**src/rtl/sprite_attr_engine.sv**
```systemverilog
// ============================================================================
// sprite_attr_engine : vblank sprite-attribute fetch into a shadow table with
// atomic swap, plus a registered per-pixel priority hit test.  Rev 1.0
// ============================================================================
`timescale 1ns/1ps
`default_nettype none

module sprite_attr_engine #(
  parameter int          NUM_SPRITES = 8,
  parameter int          SPRITE_SIZE = 16,
  parameter int          ADDR_W      = 16,
  parameter int unsigned ATTR_BASE   = 16'h4FF0,
  parameter int unsigned XY_BASE     = 16'h5060,
  parameter int          RD_LATENCY  = 1,
  parameter int          ROW_W       = 9,
  parameter int          COL_W       = 10,
  localparam int         IDX_W       = (NUM_SPRITES > 1) ? $clog2(NUM_SPRITES) : 1,
  localparam int         PIX_W       = $clog2(SPRITE_SIZE)
) (
  input  logic              clk,
  input  logic              rst_n,
  input  logic              vblank,
  input  logic [ROW_W-1:0]  row,
  input  logic [COL_W-1:0]  col,
  input  logic [7:0]        sprite_RAM_din,
  output logic              rd_en,
  output logic [ADDR_W-1:0] sprite_RAM_addr,
  output logic              load_done,
  output logic              load_abort,
  output logic              hit,
  output logic [IDX_W-1:0]  hit_idx,
  output logic [5:0]        sprite_code,
  output logic [7:0]        palette,
  output logic [PIX_W-1:0]  pix_x,
  output logic [PIX_W-1:0]  pix_y
);

  typedef enum logic [2:0] {
    S_IDLE    = 3'd0,
    S_ISSUE   = 3'd1,
    S_WAIT    = 3'd2,
    S_CAPTURE = 3'd3,
    S_DONE    = 3'd4
  } state_t;

  // Table entry layout: [7:0] code/flip, [15:8] palette, [23:16] X, [31:24] Y
  state_t             state_q, state_d;
  logic               vblank_d_q;
  logic [IDX_W-1:0]   idx_q, idx_d;
  logic [1:0]         byte_q, byte_d;
  logic [1:0]         wait_q, wait_d;
  logic [31:0]        shadow_q [NUM_SPRITES];
  logic [31:0]        shadow_d [NUM_SPRITES];
  logic [31:0]        active_q [NUM_SPRITES];
  logic [31:0]        active_d [NUM_SPRITES];

  logic               hit_q, hit_d;
  logic [IDX_W-1:0]   hit_idx_q, hit_idx_d;
  logic [5:0]         code_q, code_d;
  logic [7:0]         pal_q, pal_d;
  logic [PIX_W-1:0]   pix_x_q, pix_x_d;
  logic [PIX_W-1:0]   pix_y_q, pix_y_d;

  logic               rd_en_w, load_done_w, load_abort_w;
  logic [ADDR_W-1:0]  addr_w;
  logic [COL_W:0]     dx;
  logic [ROW_W:0]     dy;

  always_ff @(posedge clk or negedge rst_n) begin
    if (!rst_n) begin
      state_q    <= S_IDLE;
      vblank_d_q <= 1'b0;
      idx_q      <= '0;
      byte_q     <= '0;
      wait_q     <= '0;
      hit_q      <= 1'b0;
      hit_idx_q  <= '0;
      code_q     <= '0;
      pal_q      <= '0;
      pix_x_q    <= '0;
      pix_y_q    <= '0;
      for (int i = 0; i < NUM_SPRITES; i++) begin
        shadow_q[i] <= '0;
        active_q[i] <= '0;
      end
    end else begin
      state_q    <= state_d;
      vblank_d_q <= vblank;
      idx_q      <= idx_d;
      byte_q     <= byte_d;
      wait_q     <= wait_d;
      hit_q      <= hit_d;
      hit_idx_q  <= hit_idx_d;
      code_q     <= code_d;
      pal_q      <= pal_d;
      pix_x_q    <= pix_x_d;
      pix_y_q    <= pix_y_d;
      for (int i = 0; i < NUM_SPRITES; i++) begin
        shadow_q[i] <= shadow_d[i];
        active_q[i] <= active_d[i];
      end
    end
  end

  always_comb begin
    state_d      = state_q;
    idx_d        = idx_q;
    byte_d       = byte_q;
    wait_d       = wait_q;
    rd_en_w      = 1'b0;
    load_done_w  = 1'b0;
    load_abort_w = 1'b0;
    for (int i = 0; i < NUM_SPRITES; i++) begin
      shadow_d[i] = shadow_q[i];
      active_d[i] = active_q[i];
    end

    // Losing vblank mid-fetch drops the partial load; DONE always completes.
    if (!vblank && (state_q == S_ISSUE || state_q == S_WAIT || state_q == S_CAPTURE)) begin
      state_d      = S_IDLE;
      load_abort_w = 1'b1;
    end else begin
      unique case (state_q)
        S_IDLE: begin
          if (vblank && !vblank_d_q) begin
            state_d = S_ISSUE;
            idx_d   = '0;
            byte_d  = '0;
          end
        end
        S_ISSUE: begin
          rd_en_w = 1'b1;
          wait_d  = '0;
          state_d = (RD_LATENCY == 1) ? S_CAPTURE : S_WAIT;
        end
        S_WAIT: begin
          if (int'(wait_q) + 2 >= RD_LATENCY) state_d = S_CAPTURE;
          else                                 wait_d  = wait_q + 2'd1;
        end
        S_CAPTURE: begin
          shadow_d[idx_q][{byte_q, 3'b000} +: 8] = sprite_RAM_din;
          byte_d = byte_q + 2'd1;
          if (byte_q == 2'd3 && idx_q == IDX_W'(NUM_SPRITES - 1)) begin
            state_d = S_DONE;
          end else begin
            state_d = S_ISSUE;
            if (byte_q == 2'd3) idx_d = idx_q + 1'b1;
          end
        end
        S_DONE: begin
          load_done_w = 1'b1;
          state_d     = S_IDLE;
          for (int i = 0; i < NUM_SPRITES; i++) active_d[i] = shadow_q[i];
        end
        default: state_d = S_IDLE;
      endcase
    end
  end

  always_comb begin
    addr_w = (byte_q[1] ? ADDR_W'(XY_BASE) : ADDR_W'(ATTR_BASE))
           + ADDR_W'({idx_q, 1'b0}) + ADDR_W'(byte_q[0]);
  end

  // Scan high to low so the lowest covering index is the last writer.
  always_comb begin
    hit_d     = 1'b0;
    hit_idx_d = '0;
    code_d    = '0;
    pal_d     = '0;
    pix_x_d   = '0;
    pix_y_d   = '0;
    dx        = '0;
    dy        = '0;
    for (int i = NUM_SPRITES - 1; i >= 0; i--) begin
      dx = {1'b0, col} - {{(COL_W - 7){1'b0}}, active_q[i][23:16]};
      dy = {1'b0, row} - {{(ROW_W - 7){1'b0}}, active_q[i][31:24]};
      if (!dx[COL_W] && !dy[ROW_W] &&
          dx < (COL_W + 1)'(SPRITE_SIZE) && dy < (ROW_W + 1)'(SPRITE_SIZE)) begin
        hit_d     = 1'b1;
        hit_idx_d = IDX_W'(i);
        code_d    = active_q[i][7:2];
        pal_d     = active_q[i][15:8];
        pix_x_d   = active_q[i][0] ? ~dx[PIX_W-1:0] : dx[PIX_W-1:0];
        pix_y_d   = active_q[i][1] ? ~dy[PIX_W-1:0] : dy[PIX_W-1:0];
      end
    end
  end

  assign rd_en           = rd_en_w;
  assign sprite_RAM_addr = rd_en_w ? addr_w : '0;
  assign load_done       = load_done_w;
  assign load_abort      = load_abort_w;
  assign hit             = hit_q;
  assign hit_idx         = hit_idx_q;
  assign sprite_code     = code_q;
  assign palette         = pal_q;
  assign pix_x           = pix_x_q;
  assign pix_y           = pix_y_q;

endmodule

`default_nettype wire

```
**config.mk**
```make
export PLATFORM = sky130hd
export DESIGN_NAME = sprite_attr_engine
export DESIGN_NICKNAME = d
export VERILOG_FILES = /design/src/rtl/sprite_attr_engine.sv
export SDC_FILE = /design/constraint.sdc
export NUM_CORES = 1
export LEC_CHECK = 0
export CAP_MARGIN = 20
export CORE_MARGIN = 2
export CORE_UTILIZATION = 44
export CTS_CLUSTER_SIZE = 30
export DETAILED_ROUTE_END_ITERATION = 10
export GPL_TIMING_DRIVEN = 0
export PLACE_DENSITY = 0.58
export SLEW_MARGIN = 20
export SYNTH_ARGS = -nofsm -noshare
export SYNTH_HDL_FRONTEND = slang
export SYNTH_SLANG_ARGS = --single-unit
```
**constraint.sdc**
```tcl
create_clock -name clk -period 4.4 [get_ports clk]
set_clock_uncertainty 0.15 [all_clocks]
set_input_delay 0.44 -clock clk [delete_from_list [all_inputs] [get_ports clk]]
set_output_delay 0.44 -clock clk [all_outputs]
set_load 0.03 [all_outputs]
```
==> results.txt, run 1 <==
----------------------------------------------------
[Synthesis]
  Largest cells by area after synthesis ... dfrtp_1 48%, o21ai_0 7.7%, nand2_1 7.2%
  Prevailing post-synth register cell ... dfrtp_1
  Number of synthesized register bits ... 547
  Post-Synthesis Cell Area ... 28300 sq um
  Yosys synthesis warning count ... 0
  Part of the Yosys area used for sequential elements ... 48.4%
  Mean area per synthesized cell ... 9.62 sq um
  Largest area contributor in the netlist ... dfrtp_1
  Area share of the largest cell type after synthesis ... 48.4%
  Share of flip-flops with an asynchronous set or reset after synthesis ... 100%
  Number of unique standard cell types used by synthesis ... 87
  Gate count after technology mapping ... 2937
  Number of enable flip-flop cells after synthesis ... 0

[Clock tree]
  Clock-pin transition on the worst setup and hold timing paths ... 60 ps
  TritonCTS clock tree ... done
  Clock root buffer ... clkbuf_16
  H-tree Lvls ... 2
  Total clock buffers created by CTS ... 60
  Skew-Pair Late Insertion Delay ... 670 ps
  CTS sink count ... 547
  Buffer depth of the longest clock path ... 3

[Placed design]
  Routability congestion estimate ... 0.946
  DPL Wire Length ... 68.4 mm
  IO buf count ... 72
  Worst setup slack after placement ... -1900 ps

[Critical path]
  Maximum fanout along the worst path ... 10
  Worst Path Required ... 4750 ps
  Worst R2R Path Depth ... 15
  Setup crit end kind ... register
  Worst setup path class ... primary input to register
  Crit start category ... primary input
  Data arrival at the endpoint of the critical path ... 4670 ps

[Worst hold path]
  Hold Path Depth ... 1
  Min-Delay Path Class ... primary input to register

[Routing]
  Antenna-violating nets left ... 0
  Avg WL per Cell ... 24.2 um
  Number of detailed-routing iterations run before antenna repair ... 6
  Vias ... 23172
  Total DRC errors in the routed layout ... 0
  Count of routing violations after the opening detailed-route iteration ... 2124
  Via-per-instance ratio ... 5.81
  Routed Wire Length ... 96.4 mm

[Global routing]
  Pin count of the biggest net entering global routing ... 101
  Number of global-route vias before repair ... 22424
  Overflow left after global routing ... 0
  Combined global-route utilization of all metal layers ... 29.0%
  Wire length of the first global-routing pass ... 143 mm
  Number of antenna violations at the first check in global routing ... 8

[Run]
  Number of max-cap violations ... 0

[Timing]
  Fin worst setup slack ... 76.3 ps
  Pin slew with the least headroom to its limit ... 1080 ps
  Fin. max-slew vios ... 0
  Portion of the clock cycle consumed by the worst path in the final layout ... 98.3%
  Final Hold Viols ... 0
  Shortest period the worst path allows ... 4320 ps
  Max_slew headroom ... 28.1%
  Achievable frequency ... 231 MHz
  Setup violations, final ... 0

[Pwr]
  Pwr per Cell Area ... 344 nW/um^2
  Total power draw ... 11.2 mW
  Reported leakage power ... 14.2 nW
  Maximum ir drop on the vdd rail ... 0.377 mV

[Floorplan]
  Floorplan die height ... 257 um
  Initial cell density of the core ... 44.6%
  Die Area ... 66300 sq um
  Floorplan row count ... 92
  # IOs ... 75
  Core area ... 63300 sq um
  Die boundary width ... 257 um

[Layout]
  Area growth, synth to finish ... 15.2%
  Area occupied by registers ... 13700 sq um
  Area of the multi-input gates ... 13500 sq um
  Final-stage net count ... 3274
  Fillers ... 5747
  Final core utilization ... 51.4%
  Fraction of layout cells with a size suffix above 1 ... 11.2%
  Most frequent standard cell in the layout excluding fill and tap cells ... dfrtp_1
  Commonest non-fill, non-tap cells in the layout ... 547 x dfrtp_1, 539 x nand2_1, 432 x o21ai_0, 167 x inv_1

[Run status]
  Run status ... finished clean

----------------------------------------------------
[cell usage after synthesis (all sizes together) (30+ instances only)]
library cell / count
dfrtp: 547
nand2: 539
o21ai: 459
inv: 174
mux2: 137
ha: 136
clkbuf: 118
xnor2: 96
nor2: 85
a21oi: 69
nor3: 54
a211oi: 36
xor2: 32
a21o: 31
nand3: 30
[path summary, 6_finish.rpt]
path / endpoint / slack (ps) / startpoint
worst max-delay path: pix_y[1] / 80 / row[3]
worst min-delay path: vblank_d_q / 150 / vblank
worst max register to register: pix_x[1] / 240 / active_q[120]
worst min register to register: shadow_q[193] / 320 / shadow_q[193]
max in group asynchronous: shadow_q[78] / 2470 / rst_n
min in group asynchronous: shadow_q[85] / 250 / rst_n
[state kept, by name, summed over array words and instances, names as in the netlist]
| register | flops |
|---|---|
| shadow_q | 256 |
| pix_x | 4 |
| palette | 8 |
| vblank_d_q | 1 |
| active_q | 256 |
| hit | 1 |
| state_q | 3 |
| byte_q | 2 |
| sprite_code | 6 |
| pix_y | 4 |
| idx_q | 3 |
| hit_idx | 3 |
[kinds of logic after synthesis]
logic type / share of synthesized area [%]
muxes: 6.24
AOI/OAI and AO/OA: 16.6
DFF: 48.4
other: 0.0133
and+or+nand+nor: 13.1
adders and majority gates: 7.15
xor gates and xnor gates: 3.97
buffers and inverters: 4.46
[final cells by class]
class	instances	share of cell area, %
multi-input combinational	2071	41.5
sequential	547	42.0
clock buffer	93	5.39
tap	846	3.25
buffer	144	1.98
clock inverter	16	0.749
timing repair buffer	94	3.02
antenna	5	0.0384
inverter	174	2.03
[repair_timing]
action	CTS	global route
gates resized for setup	52	43
setup endpoints to repair	27	24
hold buffers	1	0
setup buffers	14	1
pin swaps	6	3
endpoints found under the hold margin	69	0
[worst max-delay path, cell delays in order]
cell and delay (ps):
dlygate4sd2_1 820, ha_1 410, a21o_1 230, or4_1 410
o22ai_1 140, mux2_1 360, nand3_2 220, nor2_4 110
clkbuf_4 250, buf_2 250, a311oi_1 340, o21ai_1 240
a221o_1 430
[power by group]
part	leakage (nW)	internal, mW	total (mW)	switching, mW
Combinational	5.63	0.317	0.963	0.646
Clock	0.974	2.97	5.14	2.17
Sequential	7.63	5.07	5.09	0.0244
Total	14.2	8.36	11.2	2.84
[per-layer routing]
metal,up-vias,GRT usage (%),wire length [um]
met3,198,4.37,7400
met2,919,45.0,43000
met1,11575,41.2,42200
met4,2,10.9,3830
met5,-,0,12
li1,10478,-,-
[metrics by stage]
step | cells | cell area [sq um] | TNS (ps) | hold slack, ps
2_1_floorplan | 2938 | 28300 | 0 | -5.59
3_3_place_gp | 3856 | 30000 | - | 305
3_5_place_dp | 3862 | 30200 | -40440 | 313
4_1_cts | 3985 | 32500 | 0 | 125
5_1_grt | 3985 | 32600 | -15.8 | 162
6_report | 3990 | 32600 | 0 | 152
Power figures use the tool's default switching activity.
==> run 2: changes to the inputs <==
- CORE_MARGIN: 2 -> not set
==> run 2 against run 1 <==
Effect of this change:
- critical path type unchanged
- first-iteration DRC count down 1.6%
- flip-flop and latch count unchanged
- largest power group unchanged
- cell count up 0.13%
- maximum frequency down 1.4%
- sequential power about the same
==> results.txt, run 2 (synthesized netlist as in run 1, its figures left out) <==
----------------------------------------------------
[Run status]
  Run status ... finished clean

[Routing]
  Total DRC errors in the routed layout ... 0
  Count of routing violations after the opening detailed-route iteration ... 2089
  Number of detailed-routing iterations run before antenna repair ... 6
  Antenna-violating nets left ... 0
  Vias ... 23011
  Routed Wire Length ... 95.7 mm
  Avg WL per Cell ... 23.9 um
  Via-per-instance ratio ... 5.76

[Placed design]
  DPL Wire Length ... 68.6 mm
  Routability congestion estimate ... 0.939
  Worst setup slack after placement ... -1860 ps
  Count of placed standard cells including taps ... 3865
  IO buf count ... 72

[Floorplan]
  Floorplan row count ... 92
  # IOs ... 75
  Die Area ... 65200 sq um
  Core area ... 63300 sq um
  Initial cell density of the core ... 44.6%
  Die boundary width ... 255 um
  Floorplan die height ... 255 um

[Pwr]
  Relative contribution of sequential cells to total power ... 43.3%
  Cell internal pwr ... 8.90 mW
  Maximum ir drop on the vdd rail ... 0.308 mV
  Total power draw ... 11.8 mW
  Reported leakage power ... 14.4 nW
  Pwr per Cell Area ... 357 nW/um^2
  Part of the power in the clock network ... 48.5%
  Net switching power ... 2.87 mW
  Sw frac ... 24.4%
  Portion of total power attributed to combinational logic ... 8.3%

[Timing]
  Final hold slack ... 180 ps
  Unrepaired setup endpoints after global routing ... true
  Pin slew with the least headroom to its limit ... 1130 ps
  Achievable frequency ... 228 MHz
  Portion of the clock cycle consumed by the worst path in the final layout ... 99.6%
  Shortest period the worst path allows ... 4380 ps
  Setup violations, final ... 0
  Fin. max-slew vios ... 0
  Max_slew headroom ... 24.4%
  Fin worst setup slack ... 16.0 ps
  Final Hold Viols ... 0

[Global routing]
  Number of global-route vias before repair ... 22521
  Combined global-route utilization of all metal layers ... 29.4%
  Number of antenna violations at the first check in global routing ... 4
  Overflow left after global routing ... 0
  Pin count of the biggest net entering global routing ... 106
  Wire length of the first global-routing pass ... 144 mm

[Clock tree]
  Total clock buffers created by CTS ... 59
  Clock root buffer ... clkbuf_16
  Buffer depth of the longest clock path ... 3
  TritonCTS clock tree ... done
  H-tree Lvls ... 2
  Clock-pin transition on the worst setup and hold timing paths ... 60 ps
  Skew-Pair Late Insertion Delay ... 650 ps
  CTS sink count ... 547

[Critical path]
  Setup crit end kind ... register
  Maximum fanout along the worst path ... 10
  Worst setup path class ... primary input to register
  Crit start category ... primary input
  Worst Path Required ... 4750 ps
  Data arrival at the endpoint of the critical path ... 4730 ps

[Layout]
  Final-stage net count ... 3282
  Area growth, synth to finish ... 16.7%
  Fraction of layout cells with a size suffix above 1 ... 12.1%
  Area of the multi-input gates ... 13600 sq um
  Number of cells in the finished layout apart from fillers ... 3995
  Most frequent standard cell in the layout excluding fill and tap cells ... dfrtp_1
  Commonest non-fill, non-tap cells in the layout ... 547 x dfrtp_1, 539 x nand2_1, 430 x o21ai_0, 167 x inv_1
  Fillers ... 5815
  Area occupied by registers ... 13700 sq um
  Final core utilization ... 52.1%

[Worst hold path]
  Min-Delay Path Class ... primary input to register

[Run]
  Number of max-cap violations ... 0

----------------------------------------------------
run 2: layer usage:
layer  wire (um)  global-route usage [%]  vias to the layer above
met4        3640                    10.1                        0
met1       42600                    41.8                    11607
met2       42900                    45.9                      757
li1            -                       -                    10490
met3        6600                    4.12                      157
met5           0                       0                        -
run 2: final timing paths:
kind	end	cells past startpoint	slack (ps)	from
worst max-delay path	sprite_code[2]	18	20	row[0]
worst min-delay path	vblank_d_q	1	180	vblank
worst max register to register	sprite_code[2]	15	260	active_q[176]
worst min register to register	active_q[147]	2	320	shadow_q[147]
max in group asynchronous	palette[1]	4	2540	rst_n
min in group asynchronous	active_q[94]	2	200	rst_n
run 2: area by class of cell:
cell class,count,area share (%)
Clock inverter,34,1.85
Multi-Input combinational cell,2071,41.2
Timing Repair Buffer,103,3.29
Buffer,144,2.03
Clock buffer,74,4.92
Antenna cell,2,0.0152
Inverter,174,2.00
Tap cell,846,3.21
Sequential cell,547,41.5
run 2: critical path, stage by stage:
cell             delay (ps)
clkdlybuf4s50_1         550
clkinvlp_4              260
buf_4                   230
ha_1                    210
inv_1                    70
fa_1                    200
and3_1                  280
o21ai_1                 150
a32oi_1                 260
xnor2_1                 170
nand3_2                 290
nor2_4                  300
buf_6                   220
clkbuf_4                240
nand3_1                 110
a2bb2oi_1               270
a211oi_2                130
o31ai_2                 350
run 2: stage by stage:
step	setup TNS, ps	cell area, sq um
2_1_floorplan	0	28300
3_3_place_gp	-	30000
3_5_place_dp	-38450	30200
4_1_cts	0	32800
5_1_grt	-102	33000
6_report	0	33000
run 2: repair_timing:
item	4_1_cts	5_1_grt
endpoints found under the setup margin	27	26
pin swaps	4	8
hold endpoints to repair	61	0
hold buffers	1	0
resized for setup	69	42
setup buffers	15	6
run 2: power by group through the flow:
stage               combinational (mW)  sequential [mW]  clock (mW)
floorplan                        0.525             5.18           0
global placement                 0.908             5.19           0
detailed placement               0.946             5.18           0
CTS                              0.962             5.09        5.78
global route                      1.06             5.09        5.97
finish                           0.974             5.09        5.70
